File: config.mk
export PLATFORM = sky130hd
export DESIGN_NAME = uart_transmit_flat
export DESIGN_NICKNAME = d
export VERILOG_FILES = /design/src/rtl/uart_pkg.sv /design/src/rtl/uart_transmit_if.sv /design/src/rtl/uart_tx_fifo.sv /design/src/rtl/uart_transmit.sv /design/src/flat_wrapper.sv
export SDC_FILE = /design/constraint.sdc
export NUM_CORES = 1
export LEC_CHECK = 0
export ABC_AREA = 0
export ABC_CLOCK_PERIOD_IN_PS = 6200
export CAP_MARGIN = 10
export CORE_ASPECT_RATIO = 0.8
export CORE_MARGIN = 2
export CORE_UTILIZATION = 40
export DETAILED_ROUTE_END_ITERATION = 8
export PLACE_DENSITY = 0.68
export SLEW_MARGIN = 20
export SYNTH_ARGS = -nofsm -noshare
export SYNTH_HDL_FRONTEND = slang
export SYNTH_SLANG_ARGS = --single-unit
File: constraint.sdc
create_clock -name clk_in -period 6.2 [get_ports clk_in]
set_input_delay 1.86 -clock clk_in [delete_from_list [all_inputs] [get_ports clk_in]]
set_output_delay 1.86 -clock clk_in [all_outputs]
set_load 0.02 [all_outputs]
File: src/rtl/uart_pkg.sv
// Shared UART definitions: transmitter state encoding and baud
// timing helper used by both the TX and RX sides.
package uart_pkg;

  typedef enum logic [1:0] {
    IDLE,
    START,
    DATA,
    STOP
  } tx_state_t;

  function automatic int bit_period(input int freq, input int baud);
    return freq / baud;
  endfunction

endpackage

File: src/rtl/uart_transmit_if.sv
// Byte handshake between an on-chip producer and the UART
// transmitter: valid/byte forward, ready back.
interface uart_transmit_if;

  logic       data_valid_in;
  logic [7:0] data_byte_in;
  logic       ready_out;

  modport master (
    output data_valid_in,
    output data_byte_in,
    input  ready_out
  );

  modport slave (
    input  data_valid_in,
    input  data_byte_in,
    output ready_out
  );

endinterface

File: src/rtl/uart_tx_fifo.sv
// Small synchronous FIFO; head is visible on dout in the same
// cycle it becomes valid, so a pop and a use can share an edge.
module uart_tx_fifo #(
  parameter int WIDTH = 8,
  parameter int DEPTH = 4
) (
  input  logic                   clk_in,
  input  logic                   rst_in,
  input  logic                   push,
  input  logic                   pop,
  input  logic [WIDTH-1:0]       din,
  output logic [WIDTH-1:0]       dout,
  output logic [$clog2(DEPTH):0] count,
  output logic                   full,
  output logic                   empty
);

  localparam int AW = $clog2(DEPTH);
  localparam int CW = AW + 1;

  logic [WIDTH-1:0] mem_q [DEPTH];
  logic [WIDTH-1:0] mem_d [DEPTH];
  logic [AW-1:0]    wr_q, wr_d;
  logic [AW-1:0]    rd_q, rd_d;
  logic [CW-1:0]    cnt_q, cnt_d;
  logic             do_push;
  logic             do_pop;

  assign full    = (cnt_q == CW'(DEPTH));
  assign empty   = (cnt_q == '0);
  assign do_push = push && !full;
  assign do_pop  = pop && !empty;
  assign dout    = mem_q[rd_q];
  assign count   = cnt_q;

  always_comb begin
    mem_d = mem_q;
    wr_d  = wr_q;
    rd_d  = rd_q;
    cnt_d = cnt_q;
    if (do_push) begin
      mem_d[wr_q] = din;
      wr_d        = wr_q + AW'(1);
    end
    if (do_pop) begin
      rd_d = rd_q + AW'(1);
    end
    // count alone tells full from empty once pointers wrap
    if (do_push && !do_pop) begin
      cnt_d = cnt_q + CW'(1);
    end else if (do_pop && !do_push) begin
      cnt_d = cnt_q - CW'(1);
    end
  end

  always_ff @(posedge clk_in) begin
    if (rst_in) begin
      for (int i = 0; i < DEPTH; i++) begin
        mem_q[i] <= '0;
      end
      wr_q  <= '0;
      rd_q  <= '0;
      cnt_q <= '0;
    end else begin
      mem_q <= mem_d;
      wr_q  <= wr_d;
      rd_q  <= rd_d;
      cnt_q <= cnt_d;
    end
  end

endmodule

File: src/rtl/uart_transmit.sv
// 8N1/8N2 UART transmitter: byte FIFO feeding a bit-timed
// serialiser, LSB first, idle-high line, back-to-back frames.
module uart_transmit
  import uart_pkg::*;
#(
  parameter int INPUT_CLOCK_FREQ = 100_000_000,
  parameter int BAUD_RATE        = 9600,
  parameter int FIFO_DEPTH       = 4,
  parameter int STOP_BITS        = 1
) (
  input  logic                        clk_in,
  input  logic                        rst_in,
  uart_transmit_if.slave              bus,
  output logic                        tx_wire_out,
  output logic                        busy_out,
  output logic                        tx_done_out,
  output logic [$clog2(FIFO_DEPTH):0] fifo_count_out
);

  localparam int BIT_PERIOD = bit_period(INPUT_CLOCK_FREQ, BAUD_RATE);
  localparam int DW         = $clog2(BIT_PERIOD * 2) + 1;

  localparam logic [DW-1:0] BIT_LAST  = DW'(BIT_PERIOD - 1);
  localparam logic [DW-1:0] STOP_LAST = DW'(STOP_BITS * BIT_PERIOD - 1);

  if (STOP_BITS != 1 && STOP_BITS != 2) begin : g_bad_stop
    $error("uart_transmit: STOP_BITS must be 1 or 2");
  end
  if (FIFO_DEPTH < 2 || (FIFO_DEPTH & (FIFO_DEPTH - 1)) != 0) begin : g_bad_depth
    $error("uart_transmit: FIFO_DEPTH must be a power of 2 >= 2");
  end

  tx_state_t     state_q, state_d;
  logic [DW-1:0] dclk_q, dclk_d;
  logic [2:0]    bit_idx_q, bit_idx_d;
  logic [2:0]    bit_nxt;
  logic [7:0]    shift_q, shift_d;
  logic          tx_q, tx_d;

  logic          fifo_push;
  logic          fifo_pop;
  logic [7:0]    fifo_dout;
  logic          fifo_full;
  logic          fifo_empty;

  assign bus.ready_out = !fifo_full;
  assign fifo_push     = bus.data_valid_in && bus.ready_out;

  uart_tx_fifo #(
    .WIDTH (8),
    .DEPTH (FIFO_DEPTH)
  ) u_fifo (
    .clk_in (clk_in),
    .rst_in (rst_in),
    .push   (fifo_push),
    .pop    (fifo_pop),
    .din    (bus.data_byte_in),
    .dout   (fifo_dout),
    .count  (fifo_count_out),
    .full   (fifo_full),
    .empty  (fifo_empty)
  );

  assign bit_nxt = bit_idx_q + 3'd1;

  always_comb begin
    state_d   = state_q;
    dclk_d    = dclk_q;
    bit_idx_d = bit_idx_q;
    shift_d   = shift_q;
    tx_d      = tx_q;
    fifo_pop  = 1'b0;
    unique case (state_q)
      IDLE: begin
        dclk_d = '0;
        tx_d   = 1'b1;
        if (!fifo_empty) begin
          fifo_pop = 1'b1;
          shift_d  = fifo_dout;
          state_d  = START;
          tx_d     = 1'b0;
        end
      end
      START: begin
        if (dclk_q == BIT_LAST) begin
          dclk_d    = '0;
          bit_idx_d = 3'd0;
          state_d   = DATA;
          tx_d      = shift_q[0];
        end else begin
          dclk_d = dclk_q + DW'(1);
        end
      end
      DATA: begin
        if (dclk_q == BIT_LAST) begin
          dclk_d = '0;
          if (bit_idx_q == 3'd7) begin
            state_d = STOP;
            tx_d    = 1'b1;
          end else begin
            bit_idx_d = bit_nxt;
            tx_d      = shift_q[bit_nxt];
          end
        end else begin
          dclk_d = dclk_q + DW'(1);
        end
      end
      STOP: begin
        if (dclk_q == STOP_LAST) begin
          dclk_d = '0;
          // chain straight into the next start bit when work is queued
          if (!fifo_empty) begin
            fifo_pop = 1'b1;
            shift_d  = fifo_dout;
            state_d  = START;
            tx_d     = 1'b0;
          end else begin
            state_d = IDLE;
            tx_d    = 1'b1;
          end
        end else begin
          dclk_d = dclk_q + DW'(1);
        end
      end
      default: begin
        state_d = IDLE;
        tx_d    = 1'b1;
      end
    endcase
  end

  always_ff @(posedge clk_in) begin
    if (rst_in) begin
      state_q   <= IDLE;
      dclk_q    <= '0;
      bit_idx_q <= '0;
      shift_q   <= '0;
      tx_q      <= 1'b1;
    end else begin
      state_q   <= state_d;
      dclk_q    <= dclk_d;
      bit_idx_q <= bit_idx_d;
      shift_q   <= shift_d;
      tx_q      <= tx_d;
    end
  end

  assign tx_wire_out = tx_q;
  assign tx_done_out = (state_q == STOP) && (dclk_q == STOP_LAST);
  assign busy_out    = (state_q != IDLE) || !fifo_empty;

endmodule
File: src/flat_wrapper.sv
// flat-port wrapper written by rule: the top's interface ports become plain ports
module uart_transmit_flat import uart_pkg::*;
#(
  parameter int INPUT_CLOCK_FREQ = 100_000_000,
  parameter int BAUD_RATE        = 9600,
  parameter int FIFO_DEPTH       = 4,
  parameter int STOP_BITS        = 1
)
  (clk_in, rst_in, tx_wire_out, busy_out, tx_done_out, fifo_count_out, bus_data_valid_in, bus_data_byte_in, bus_ready_out);
  uart_transmit_if bus_i ();
  input  logic clk_in;
  input  logic rst_in;
  output logic tx_wire_out;
  output logic busy_out;
  output logic tx_done_out;
  output logic [$clog2(FIFO_DEPTH):0] fifo_count_out;
  input wire logic [$bits(bus_i.data_valid_in)-1:0] bus_data_valid_in;
  input wire logic [$bits(bus_i.data_byte_in)-1:0] bus_data_byte_in;
  output wire logic [$bits(bus_i.ready_out)-1:0] bus_ready_out;
  assign bus_i.data_valid_in = bus_data_valid_in;
  assign bus_i.data_byte_in = bus_data_byte_in;
  assign bus_ready_out = bus_i.ready_out;
  uart_transmit #(.INPUT_CLOCK_FREQ(INPUT_CLOCK_FREQ), .BAUD_RATE(BAUD_RATE), .FIFO_DEPTH(FIFO_DEPTH), .STOP_BITS(STOP_BITS)) u_core (.clk_in(clk_in), .rst_in(rst_in), .bus(bus_i), .tx_wire_out(tx_wire_out), .busy_out(busy_out), .tx_done_out(tx_done_out), .fifo_count_out(fifo_count_out));
endmodule
==> qor.csv <==
stage,metric,value,unit
run_status,status,"finished, final reports clean",
clocking,cts_made_buffers,9,
power,seqPwrFrac,0.402,
timing,fmax,229,MHz
synth,yosysSeqAreaShare,0.401,
global_routing,overflow,0,
route,vias,2495,
synth,synthTopCellsByArea,"dfxtp_1 (40%), mux2i_1 (9.9%), mux4_2 (6.5%), nor2_1 (5.2%), ha_1 (4.7%)",
synth,synth_edf_count,0,
critical_path,cp-end-kind,primary output,
placed_design,portBuffers,17,
die,io_pins,18,
global_routing,grt_pass1_vias,2362,
timing,layout_setup_ws,1840,ps
global_routing,grt_usage,0.153,
worst_hold_path,worstHoldEndpoint,u_core.dclk_q[0]$_SDFF_PP0_,
die,dieArea,9370,sq um
run,cap_violations,0,
timing,tightest_slew,1080,ps
critical_path,r2r-end,u_core.u_fifo.count[2]$_SDFFE_PP0P_,
placed_design,placed_area,3670,sq um
placed_design,place.gp.congestion,0.764,
timing,tns,0,ps
route,drc_errors,0,
synth,synth_fp_nets,367,
critical_path,cp_max_fo,7,
worst_hold_path,holdPathStages,1,
clocking,cts_setup_buffers,0,
timing,final_max_slew_viol_count,0,
route,ant_nets,0,
die,initial_utilization,0.410,
synth,synth.most_common_cell,dfxtp_1,
power,vdd_drop_max,0.154,mV
synth,synth_common_cells,"dfxtp_1 (69), nor2_1 (48), mux2i_1 (34), o21a_1 (14)",
timing,fin_crit,4360,ps
power,p_leak,1.53,nW
clocking,clk_latency,360,ps
route,drtPass1Iterations,4,
clocking,root_buffer,clkbuf_8,
critical_path,ff2ff_path_depth,11,
critical_path,path_class,reg2out,
timing,skew,11.1,ps
global_routing,grt_pass1_wl,11400,um
power,clockPowerShare,0.265,
worst_hold_path,worstHoldStart,u_core.dclk_q[0]$_SDFF_PP0_,
die,fp.dieW,108,um
placed_design,pre_cts_slack,2190,ps
synth,ys_types,48,
synth,ys_seq_elements,69,
route,avgRoutedWirePerCell,13.7,um
cells_and_area,stdcell_area,3870,sq um
timing,grt_setup_unrepaired,false,
synth,yosysTopAreaCell,dfxtp_1,
clocking,cts_max_path_buffers,2,
power,combPwrFrac,0.333,
power,switching_share,0.376,
die,die_y,87,um
cells_and_area,area_growth,12.4,%
synth,syn-instance-count,342,
cells_and_area,diodes,0,
timing,hold_violations,0,
placed_design,hpwl,4520,um
timing,hold-worst-slack,476,ps
clocking,cts_hold_buf,0,
critical_path,crit_path_start_kind,flop,
synth,ys_async_sr_fraction,0,
die,coreArea,8410,sq um
clocking,cts_max_level,3,
route,drt_iter0_drc,121,
synth,synth_ff_type,dfxtp_1,
worst_hold_path,hold_class,reg2reg,
synth,synth_top_area_frac,0.401,
timing,slew_headroom,0.282,
global_routing,grt_max_degree,51,
clocking,cts_resized,0,
cells_and_area,drive_gt1_frac,0.147,
cells_and_area,final_util,0.460,
cells_and_area,fin_nets,380,
synth,avgSynthCellArea,10.1,sq um
clocking,clkTransAtPathRegs,80,ps
cells_and_area,fillCellCount,842,
critical_path,arrival,2500,ps
die,rows,30,
clocking,cts_sinks,69,
synth,synth_area,3440,sq um
power,intPower,853,uW
critical_path,reg2reg_from,u_core.dclk_q[0]$_SDFF_PP0_,
power,powerDensity,353,nW/um^2
synth,yosys_warnings,0,
critical_path,rrSetupSlack,3380,ps
route,vias_per_cell,5.29,
critical_path,crit_required,4340,ps
timing,finalSetupViolations,0,
global_routing,antenna_found_initial,0,
timing,finalCritPeriodShare,0.703,
power,power.net_switching,515,uW
clocking,cts_tree,done,
route,routed_wl,6450,um
==> sequential cells by signal, indices dropped and copies added (netlist names) <==
signal and flops:
u_core.dclk_q 16, u_core.state_q 2, u_core.tx_wire_out 1, u_core.u_fifo.mem_q 32, u_core.u_fifo.rd_q 2, u_core.u_fifo.count 3
u_core.bit_idx_q 3, u_core.u_fifo.wr_q 2, u_core.shift_q 8
==> metrics by stage <==
stage,instances,power (mW)
6_report,472,1.37
5_1_grt,472,1.46
4_1_cts,472,1.38
3_5_place_dp,456,1.01
3_3_place_gp,456,1.00
2_1_floorplan,342,0.917
==> critical path: stages, from the launching register on <==
cell and delay [ps]:
dfxtp_1 390, ha_1 240, and3_1 250, nand4_1 290, nor2_1 320, clkdlybuf4s50_1 650
==> area by class of cell <==
cell class	count	area [sq um]	area share
inverters	13	48.8	0.0126
well taps	112	140	0.0362
clock buffers	9	124	0.0320
multi-input cells	243	1920	0.496
flip-flops and latches	69	1380	0.357
repair buffers	19	185	0.0479
clock inverters	7	71.3	0.0184
==> per-layer routing <==
layer,global-route usage,part of all wire
met4,0.0524,0.015
met3,0.0456,0.032
met2,0.234,0.45
met1,0.208,0.50
met5,0,0
==> cells by family after synthesis <==
group           after synthesis  synth area share
simple gates                125             0.213
flops                        69             0.401
compound gates               45            0.0883
mux                          45             0.167
buf+inv                      30            0.0418
xor+xnor                     14            0.0356
fa+ha+maj                    14            0.0530
==> cells in the final DEF, fill, tap and decap left out, types with 3 or more instances in the layout <==
master           synthesis  layout
mux4_2                  10      10
xor2_1                   3       3
a21oi_1                 10      10
ha_1                    13      13
nor3_1                   5       5
clkbuf_8                 0       9
inv_8                    0       4
nand2b_1                 3       3
o21ai_0                  9       9
nand3_2                  6       6
nor2b_1                  3       3
mux2i_1                 34      34
inv_1                   13      13
nor2_1                  48      48
nor4_1                   5       5
xnor2_1                 11      11
nand3_1                  4       4
o21a_1                  14      14
dfxtp_1                 69      69
inv_6                    0       3
nor3b_1                  7       7
nand2_1                 11      11
clkdlybuf4s50_1          0      17
nand4_1                  6       6
nor2_4                   8       8
or3_1                    6       6
==> how the worst max path moves through the flow <==
stage / start / cells past startpoint / end
2_1_floorplan: bus_data_valid_in / 9 / u_core.u_fifo.count[2]$_SDFFE_PP0P_
3_3_place_gp: bus_data_valid_in / 9 / u_core.u_fifo.count[2]$_SDFFE_PP0P_
3_5_place_dp: bus_data_valid_in / 9 / u_core.u_fifo.count[2]$_SDFFE_PP0P_
4_1_cts: u_core.dclk_q[0]$_SDFF_PP0_ / 5 / tx_done_out
5_1_grt: u_core.dclk_q[0]$_SDFF_PP0_ / 5 / tx_done_out
6_report: u_core.dclk_q[0]$_SDFF_PP0_ / 5 / tx_done_out
==> power by group through the flow <==
stage,Sequential [mW],Combinational (mW),Clock (mW)
finish,0.550,0.455,0.363
global route,0.560,0.506,0.391
CTS,0.551,0.456,0.376
detailed placement,0.561,0.453,0
global placement,0.558,0.446,0
floorplan,0.537,0.379,0
Note: power is estimated with default switching activity, not from simulation.
